**config.mk**
```make
export PLATFORM = sky130hd
export DESIGN_NAME = inst_fetch_unit
export DESIGN_NICKNAME = d
export VERILOG_FILES = /design/src/rtl/inst_fetch_unit.sv
export SDC_FILE = /design/constraint.sdc
export NUM_CORES = 1
export LEC_CHECK = 0
export BUFFER_PORTS_ARGS = -buffer_cell sky130_fd_sc_hd__buf_2
export CAP_MARGIN = 25
export CORE_ASPECT_RATIO = 1.4
export CORE_MARGIN = 5
export CORE_UTILIZATION = 45
export CTS_CLUSTER_DIAMETER = 40
export CTS_CLUSTER_SIZE = 30
export DETAILED_ROUTE_END_ITERATION = 12
export PLACE_DENSITY_LB_ADDON = 0.1
export SLEW_MARGIN = 20
export SYNTH_ARGS = -nofsm -noshare
export SYNTH_HDL_FRONTEND = slang
export SYNTH_SLANG_ARGS = --single-unit
```
**constraint.sdc**
```tcl
create_clock -name clk -period 11 [get_ports clk]
set_clock_uncertainty 0.15 [all_clocks]
set_input_delay 1.65 -clock clk [delete_from_list [all_inputs] [get_ports clk]]
set_output_delay 1.65 -clock clk [all_outputs]
set_load 0.1 [all_outputs]
```
**src/rtl/inst_fetch_unit.sv**
```systemverilog
// Instruction fetch stage: owns the PC, issues one-outstanding word reads to
// instruction memory over req/ack, buffers up to two words for decode and
// handles execute redirects. A redirect that arrives while a read is still
// outstanding parks the FSM in DROP until the stale ack has been absorbed.
// Optional feature macro: FETCH_MISALIGN_TRAP_EN (misaligned redirect traps
// into HALT with a sticky fetch_fault instead of clearing the low PC bits).
module inst_fetch_unit #(
  parameter logic [31:0] RESET_PC = 32'h0000_0000,
  parameter logic [31:0] NOP_INST = 32'h0000_0013
) (
  input  logic        clk,
  input  logic        rst,
  input  logic        redirect_valid,
  input  logic [31:0] redirect_pc,
  output logic        mem_req,
  output logic [31:0] mem_addr,
  input  logic        mem_ack,
  input  logic [31:0] mem_rdata,
  output logic        inst_valid,
  input  logic        inst_ready,
  output logic [31:0] inst,
  output logic [31:0] inst_pc,
  output logic        fetch_fault
);

`ifdef FETCH_MISALIGN_TRAP_EN
  typedef enum logic [1:0] {S_FETCH, S_HOLD, S_DROP, S_HALT} state_t;
`else
  typedef enum logic [1:0] {S_FETCH, S_HOLD, S_DROP} state_t;
`endif

  state_t      state_q, state_d;
  logic [31:0] pc_q, pc_d;
  logic [31:0] stale_q, stale_d;

  // Two-entry FIFO: parallel PC/data arrays, 1-bit pointers, 2-bit count
  logic [31:0] fpc_q  [2];
  logic [31:0] fdat_q [2];
  logic        wr_q, rd_q;
  logic [1:0]  cnt_q, cnt_d;

  logic        redir, push, pop, misalign, fault_d;
  logic [31:0] tgt_pc;

`ifdef FETCH_MISALIGN_TRAP_EN
  logic        fault_q;
  logic [31:0] fault_pc_q;
  // Once faulted the unit is dead until reset, so later redirects are ignored
  assign redir    = redirect_valid & ~fault_q;
  assign misalign = redir & (redirect_pc[1:0] != 2'b00);
  assign fault_d  = fault_q | misalign;
`else
  logic unused_lo;
  assign unused_lo = ^redirect_pc[1:0];
  assign redir     = redirect_valid;
  assign misalign  = 1'b0;
  assign fault_d   = 1'b0;
`endif

  assign tgt_pc     = {redirect_pc[31:2], 2'b00};
  assign inst_valid = (cnt_q != 2'd0);
  assign inst       = inst_valid ? fdat_q[rd_q] : NOP_INST;
  assign inst_pc    = inst_valid ? fpc_q[rd_q]  : 32'h0;
  assign mem_req    = (state_q == S_FETCH) || (state_q == S_DROP);
  assign mem_addr   = (state_q == S_DROP) ? stale_q : pc_q;

  // A redirect flushes the buffer and overrides both push and pop
  assign push  = (state_q == S_FETCH) & mem_ack & ~redir;
  assign pop   = inst_valid & inst_ready & ~redir;
  assign cnt_d = redir ? 2'd0 : (cnt_q + {1'b0, push} - {1'b0, pop});

  // Next-state, next-PC and stale-address selection
  always_comb begin
    state_d = state_q;
    pc_d    = pc_q;
    stale_d = stale_q;
    case (state_q)
      S_FETCH: begin
        if (redir) begin
          pc_d = tgt_pc;
          if (mem_ack) begin
`ifdef FETCH_MISALIGN_TRAP_EN
            state_d = misalign ? S_HALT : S_FETCH;
`else
            state_d = S_FETCH;
`endif
          end else begin
            stale_d = pc_q;
            state_d = S_DROP;
          end
        end else if (mem_ack) begin
          pc_d    = pc_q + 32'd4;
          state_d = (cnt_d == 2'd2) ? S_HOLD : S_FETCH;
        end
      end
      S_HOLD: begin
        if (redir) begin
          pc_d = tgt_pc;
`ifdef FETCH_MISALIGN_TRAP_EN
          state_d = misalign ? S_HALT : S_FETCH;
`else
          state_d = S_FETCH;
`endif
        end else if (cnt_d != 2'd2) begin
          state_d = S_FETCH;
        end
      end
      S_DROP: begin
        if (redir) pc_d = tgt_pc;
        // Stale ack absorbed; a redirect landing on the same cycle is kept in pc_d
        if (mem_ack) begin
`ifdef FETCH_MISALIGN_TRAP_EN
          state_d = fault_d ? S_HALT : S_FETCH;
`else
          state_d = S_FETCH;
`endif
        end
      end
      default: ;
    endcase
  end

  // State, PC and FIFO registers
  always_ff @(posedge clk) begin
    if (rst) begin
      state_q <= S_FETCH;
      pc_q    <= RESET_PC;
      stale_q <= RESET_PC;
      wr_q    <= 1'b0;
      rd_q    <= 1'b0;
      cnt_q   <= 2'd0;
    end else begin
      state_q <= state_d;
      pc_q    <= pc_d;
      stale_q <= stale_d;
      cnt_q   <= cnt_d;
      if (push) begin
        fpc_q[wr_q]  <= pc_q;
        fdat_q[wr_q] <= mem_rdata;
      end
      if (redir) begin
        wr_q <= 1'b0;
        rd_q <= 1'b0;
      end else begin
        if (push) wr_q <= ~wr_q;
        if (pop)  rd_q <= ~rd_q;
      end
    end
  end

`ifdef FETCH_MISALIGN_TRAP_EN
  // Sticky fault flag plus the offending redirect target
  always_ff @(posedge clk) begin
    if (rst) begin
      fault_q    <= 1'b0;
      fault_pc_q <= 32'h0;
    end else begin
      fault_q <= fault_d;
      if (misalign) fault_pc_q <= redirect_pc;
    end
  end
  assign fetch_fault = fault_q;
`else
  assign fetch_fault = fault_d;
`endif

endmodule

```
## Word level (Yosys, flattened, before mapping)

Memories as Yosys holds them, arrays and structs flattened. A register that Yosys moved wholly into a read port is not among the register bits.
Cells that the tools add are included.

- $add $sub $neg: 3
- Eq/ne operators: 8
- Muxes and demuxes: 23
- Bitwise gates (word level): 8
- Reductions and logical operators: 10

Operators with widths:

| kind | number |
|---|---|
| $mux W32 | 6 |
| $pmux W32 S2 | 1 |
| $add A32 B3 Y32 const B | 1 |
| $mux W2 | 7 |
| $mux W1 | 8 |
| $ne A3 B3 Y1 const B | 2 |
| $pmux W2 S3 | 1 |
| $reduce_and A3 Y1 | 2 |
| $and A1 B1 Y1 | 4 |
| $eq A2 B2 Y1 const B | 2 |
| $ne A2 B2 Y1 const B | 2 |
| $not A1 Y1 | 4 |
| $reduce_and A4 Y1 | 1 |
| $reduce_bool A2 Y1 | 2 |
| $reduce_or A2 Y1 | 2 |
| $reduce_bool A3 Y1 | 1 |
| $add A2 B1 Y2 | 1 |
| $eq A2 B1 Y1 const B | 1 |
| $logic_not A2 Y1 | 1 |
| $ne A2 B1 Y1 const B | 1 |
| $sub A2 B1 Y2 | 1 |
| $logic_or A1 B1 Y1 | 1 |

- Register bits after elaboration: 70
- Memory bits (writable): 128
- Bits of input ports: 69
- Word-level logic and storage cells: 60
- Memories kept: 2

Memory list:

| memory | words | bits a word | read ports | clocked after memory_dff | write ports | line | text |
|---|---|---|---|---|---|---|---|
| fdat_q | 2 | 32 | 1 | 1 | 1 | 38 | `logic [31:0] fdat_q [2];` |
| fpc_q | 2 | 32 | 1 | 1 | 1 | 37 | `logic [31:0] fpc_q [2];` |

## Depth between registers and ports, before layout

- Depth in word-level cells: 11
- Depth in mapped cells: 12
- Mapped depth without buffers: 12

## Worst setup path before layout

No wires, ideal clock.

- Path type: input to register
- From: input port redirect_valid
- To: memory fdat_q[1][0] (enable)
- Setup time: 571 ps
- Arrival time: 6745 ps
- Slack: 3534 ps
- Stages on the path: 4
- Path buffers: 1
- Path through: clkbuf_1 -> inv_1 -> nand3_1 -> nor3b_1

- Longest elaborated chain between the ends: 5

Ends and longest elaborated chain:

| what | line | text |
|---|---|---|
| start: declaration | 13 | `input logic redirect_valid,` |
| $not A1 Y1 | 68 | `assign push = (state_q == S_FETCH) & mem_ack & ~redir;` |
| $and A1 B1 Y1 | 68 |  |
| $mux W1 | 137 | `if (push) begin` |
| $mux W1 | 125 | `if (rst) begin` |
| $mux W1 (not written as such) | 139 | `fdat_q[wr_q] <= mem_rdata;` |
| end: declaration | 38 |  |

No other way between the ends.

## Worst setup path after layout

- From: register cnt_q[1]
- To: output port inst[1]

- Longest elaborated chain between the ends: 2

Ends and longest elaborated chain:

| what | line | text |
|---|---|---|
| start: declaration | 40 | `logic [1:0] cnt_q, cnt_d;` |
| start signal: assignment | 136 | `cnt_q <= cnt_d;` |
| $reduce_bool A2 Y1 | 61 | `assign inst_valid = (cnt_q != 2'd0);` |
| $mux W32 | 62 | `assign inst = inst_valid ? fdat_q[rd_q] : NOP_INST;` |
| end: declaration | 21 | `output logic [31:0] inst,` |

No other way between the ends.

==> results.md <==
- Status: finished clean
- GPL Wtd Cong: 0.853
- Worst-path clk slew: 0.07 ns
- PortBufs: 160
- CTS resizes: 0
- Type of the worst setup path: flip-flop to primary output
- Worst Hold Class: flip-flop to flip-flop
- Asr flop ratio synth: 0%
- Startpoint types: flip-flop
- H-tree depth: 4
- CTS sink count: around 190
- Initial Utilization: a little under half
- Total number of vias: between 6,000 and 7,000
- CTS tree: built
- Area share of the largest cell type after synthesis: between 40% and 50%
- Post-route DRC: 0
- Most common cell after layout, fill and taps aside: buf_2
- Crit share post-route: between 30 and 40%
- Hpwl dp: ~13 mm
- Seq cells post-synth: approximately 190
- RSZ-0062 raised after global routing: false
- Power density cells: about 170 mW/mm2
- Vias per Instance: 5.38
- Final ANT Viol Nets: 0
- Cell taking the most area after synthesis: edfxtp_1
- IO Pins: ~170
- Final Hold Violating Endpoints: 0
- Initial DRC Count: between 500 and 600
- NumNets Final: approximately 970
- Clock buffer depth: 2
- EDFF count, synth: approximately 120
- Initial antenna violation count: 0
- Rows: 59
- Total GRT Usage: a little under a fifth
- Num CTS Buffers: 17
- Max IR drop VDD: about 0.11 mV
- WP data arrival: 2.17 ns
- Die Span X: 126 um
- Total Wirelength: between 15 and 20 mm
- Ranking of synthesized cells by area: edfxtp_1, dfxtp_1, mux2i_1
- Worst path bufs/invs: 3
- Cell family with most CP delay: buffers and inverters
- Period minus WS final: ~4.0 ns
- # hold bufs at CTS: 0
- Synth warn: 0
- LEAKAGE: approximately 3.8 nW
- Most used DFF post-synth: edfxtp_1
- Pins Over Slew Limit: 0
- Synthesized cell area: roughly 0.0085 mm2
- Commonest non-fill, non-tap cells in the layout: buf_2, edfxtp_1, nand2_1, nor2_1, dfxtp_1
- Worst-Skew Late Latency: about 0.42 ns
- Largest net degree at the start of global routing: 70
- Critical path cell sequence: nor2_4, buf_4, inv_1, nand2_1, buf_2
- Setup TNS: 0 ns
- Worst-path maximum fanout: 60
- Vias in the first global route: around 6,200
- Global-route wire length before repair: around 32 mm
- Sequential area share after synthesis: between 50% and 60%
- Worst-margin pin slew: between 0.8 and 0.9 ns
- Die ar.: 0.0217 mm2
- Critical path's slowest cell: buf_4
- Setup crit end kind: primary output
- Syn Area/Cell: 11.2 um2
- Required time worst endpoint: 9.20 ns
- Max cap viols: 0
- Clk root buf: clkbuf_16
- Slowest Stage Delay on Critical Path: approximately 0.51 ns
- Share of cells above drive strength 1: a little over a quarter
- Diode count: 0
- Area grow syn2layout: 19.1%
- Core ar.: 0.0185 mm2
- Final setup viols: 0
- Die height: 172 um
- Drt first pass iters: 5
- Post-layout util: 54.4%
- Cell count after synthesis: between 700 and 800
- Postcts setup bufs: 0
- FMAX: 252 MHz
- Grt ovf: 0
- Post-synthesis cell type count: 56
- Worst slew margin: roughly 44%
- Routed WL per cell: roughly 17 um
[layer usage]
metal | GRT usage [%] | vias up | routed length, um
met5 | 0 | - | 0
met4 | 6.07 | 0 | 331
met3 | 4.48 | 27 | 1150
met2 | 30.7 | 202 | 9770
met1 | 22.9 | 2939 | 8520
li1 | - | 3009 | -
[area by class of cell]
type	instances	area, um2
Sequential cell	191	5070
Tap cell	244	305
Multi-Input combinational cell	499	3150
Timing Repair Buffer	173	926
Inverter	9	33.8
Fill cell	1651	8450
Clock inverter	14	166
Clock buffer	18	429
[kinds of logic (layout without fill, tap and decap cells)]
| group | Yosys count | in the layout | synth area share, % |
|---|---|---|---|
| fa+ha+maj | 7 | 7 | 1.03 |
| xor+xnor | 3 | 3 | 0.473 |
| buf+inv | 69 | 214 | 3.42 |
| other cells | 1 | 5 | 0.0443 |
| flops | 191 | 191 | 59.8 |
| simple gates | 267 | 267 | 14.6 |
| mux | 95 | 95 | 11.7 |
| compound gates | 122 | 122 | 8.92 |
[cell usage after synthesis (2+ instances only)]
cell         n
nor4_2       3
nand3_1     23
dfxtp_1     67
ha_1         7
nand2_1     96
and3_1       8
nor2b_1      2
buf_4        6
buf_2        6
a21o_1       4
or3_1        4
nor3b_1      3
a21oi_1     51
o311ai_1     2
nand3b_1     2
a2bb2oi_1    3
nand4_1      8
clkbuf_1    40
o22ai_1      4
o211ai_1     5
a31oi_1      7
a311oi_1     4
and4_1       4
or4_1        2
nor3_1      12
xor2_1       2
o21ai_0     20
or2_1        2
a22oi_1      3
nor2_1      90
or2_2        2
a211oi_1     7
edfxtp_1   124
mux2i_1     65
mux2_2      30
o41ai_1      2
buf_1        8
inv_1        9
[power breakdown]
part           switching, W  total [W]  internal, W
clock network      0.000262   0.000620     0.000358
registers         0.0000317   0.000821     0.000790
logic              0.000213   0.000273    0.0000601
total              0.000507    0.00171      0.00121
[final timing paths]
kind | cells past startpoint | endpoint | from | slack (ns)
hold / removal | 2 | stale_q[2] | stale_q[2] | 0.30
setup / recovery | 5 | inst[1] | cnt_q[1] | 7.03
setup reg to reg | 13 | state_q[1] | cnt_q[1] | 7.65
hold reg to reg | 2 | stale_q[2] | stale_q[2] | 0.30
[worst reg2reg max path, delay by kind of cell (launching register included)]
kind                     cells  cell delay [ns]
AND/OR/NAND/NOR              5             0.46
adder cells (fa/ha/maj)      2             0.46
XOR/XNOR                     1             0.33
flip-flops                   1             0.34
multiplexers                 1             0.24
buffers and inverters        3             0.80
AO/OA/AOI/OAI                1             0.45
[registers in the layout, indices dropped and copies added, names as in the netlist, named ones only]
| register | flops |
|---|---|
| pc_q | 30 |
| state_q | 2 |
| wr_q | 1 |
| rd_q | 1 |
| stale_q | 30 |
| fdat_q | 64 |
| cnt_q | 2 |
| fpc_q | 60 |
[metrics by stage]
stage	area, um2	setup WS, ns	instances	total power (W)	hold WS, ns
floorplan	8480	3.53	759	0.00105	0.270
global placement	9440	6.77	1114	0.00110	0.288
detailed placement	9450	6.68	1115	0.00111	0.297
CTS	10000	6.76	1147	0.00173	0.306
global route	10100	6.81	1148	0.00178	0.320
finish	10100	7.03	1148	0.00171	0.301
No activity file was read; power rests on OpenSTA's default activity.
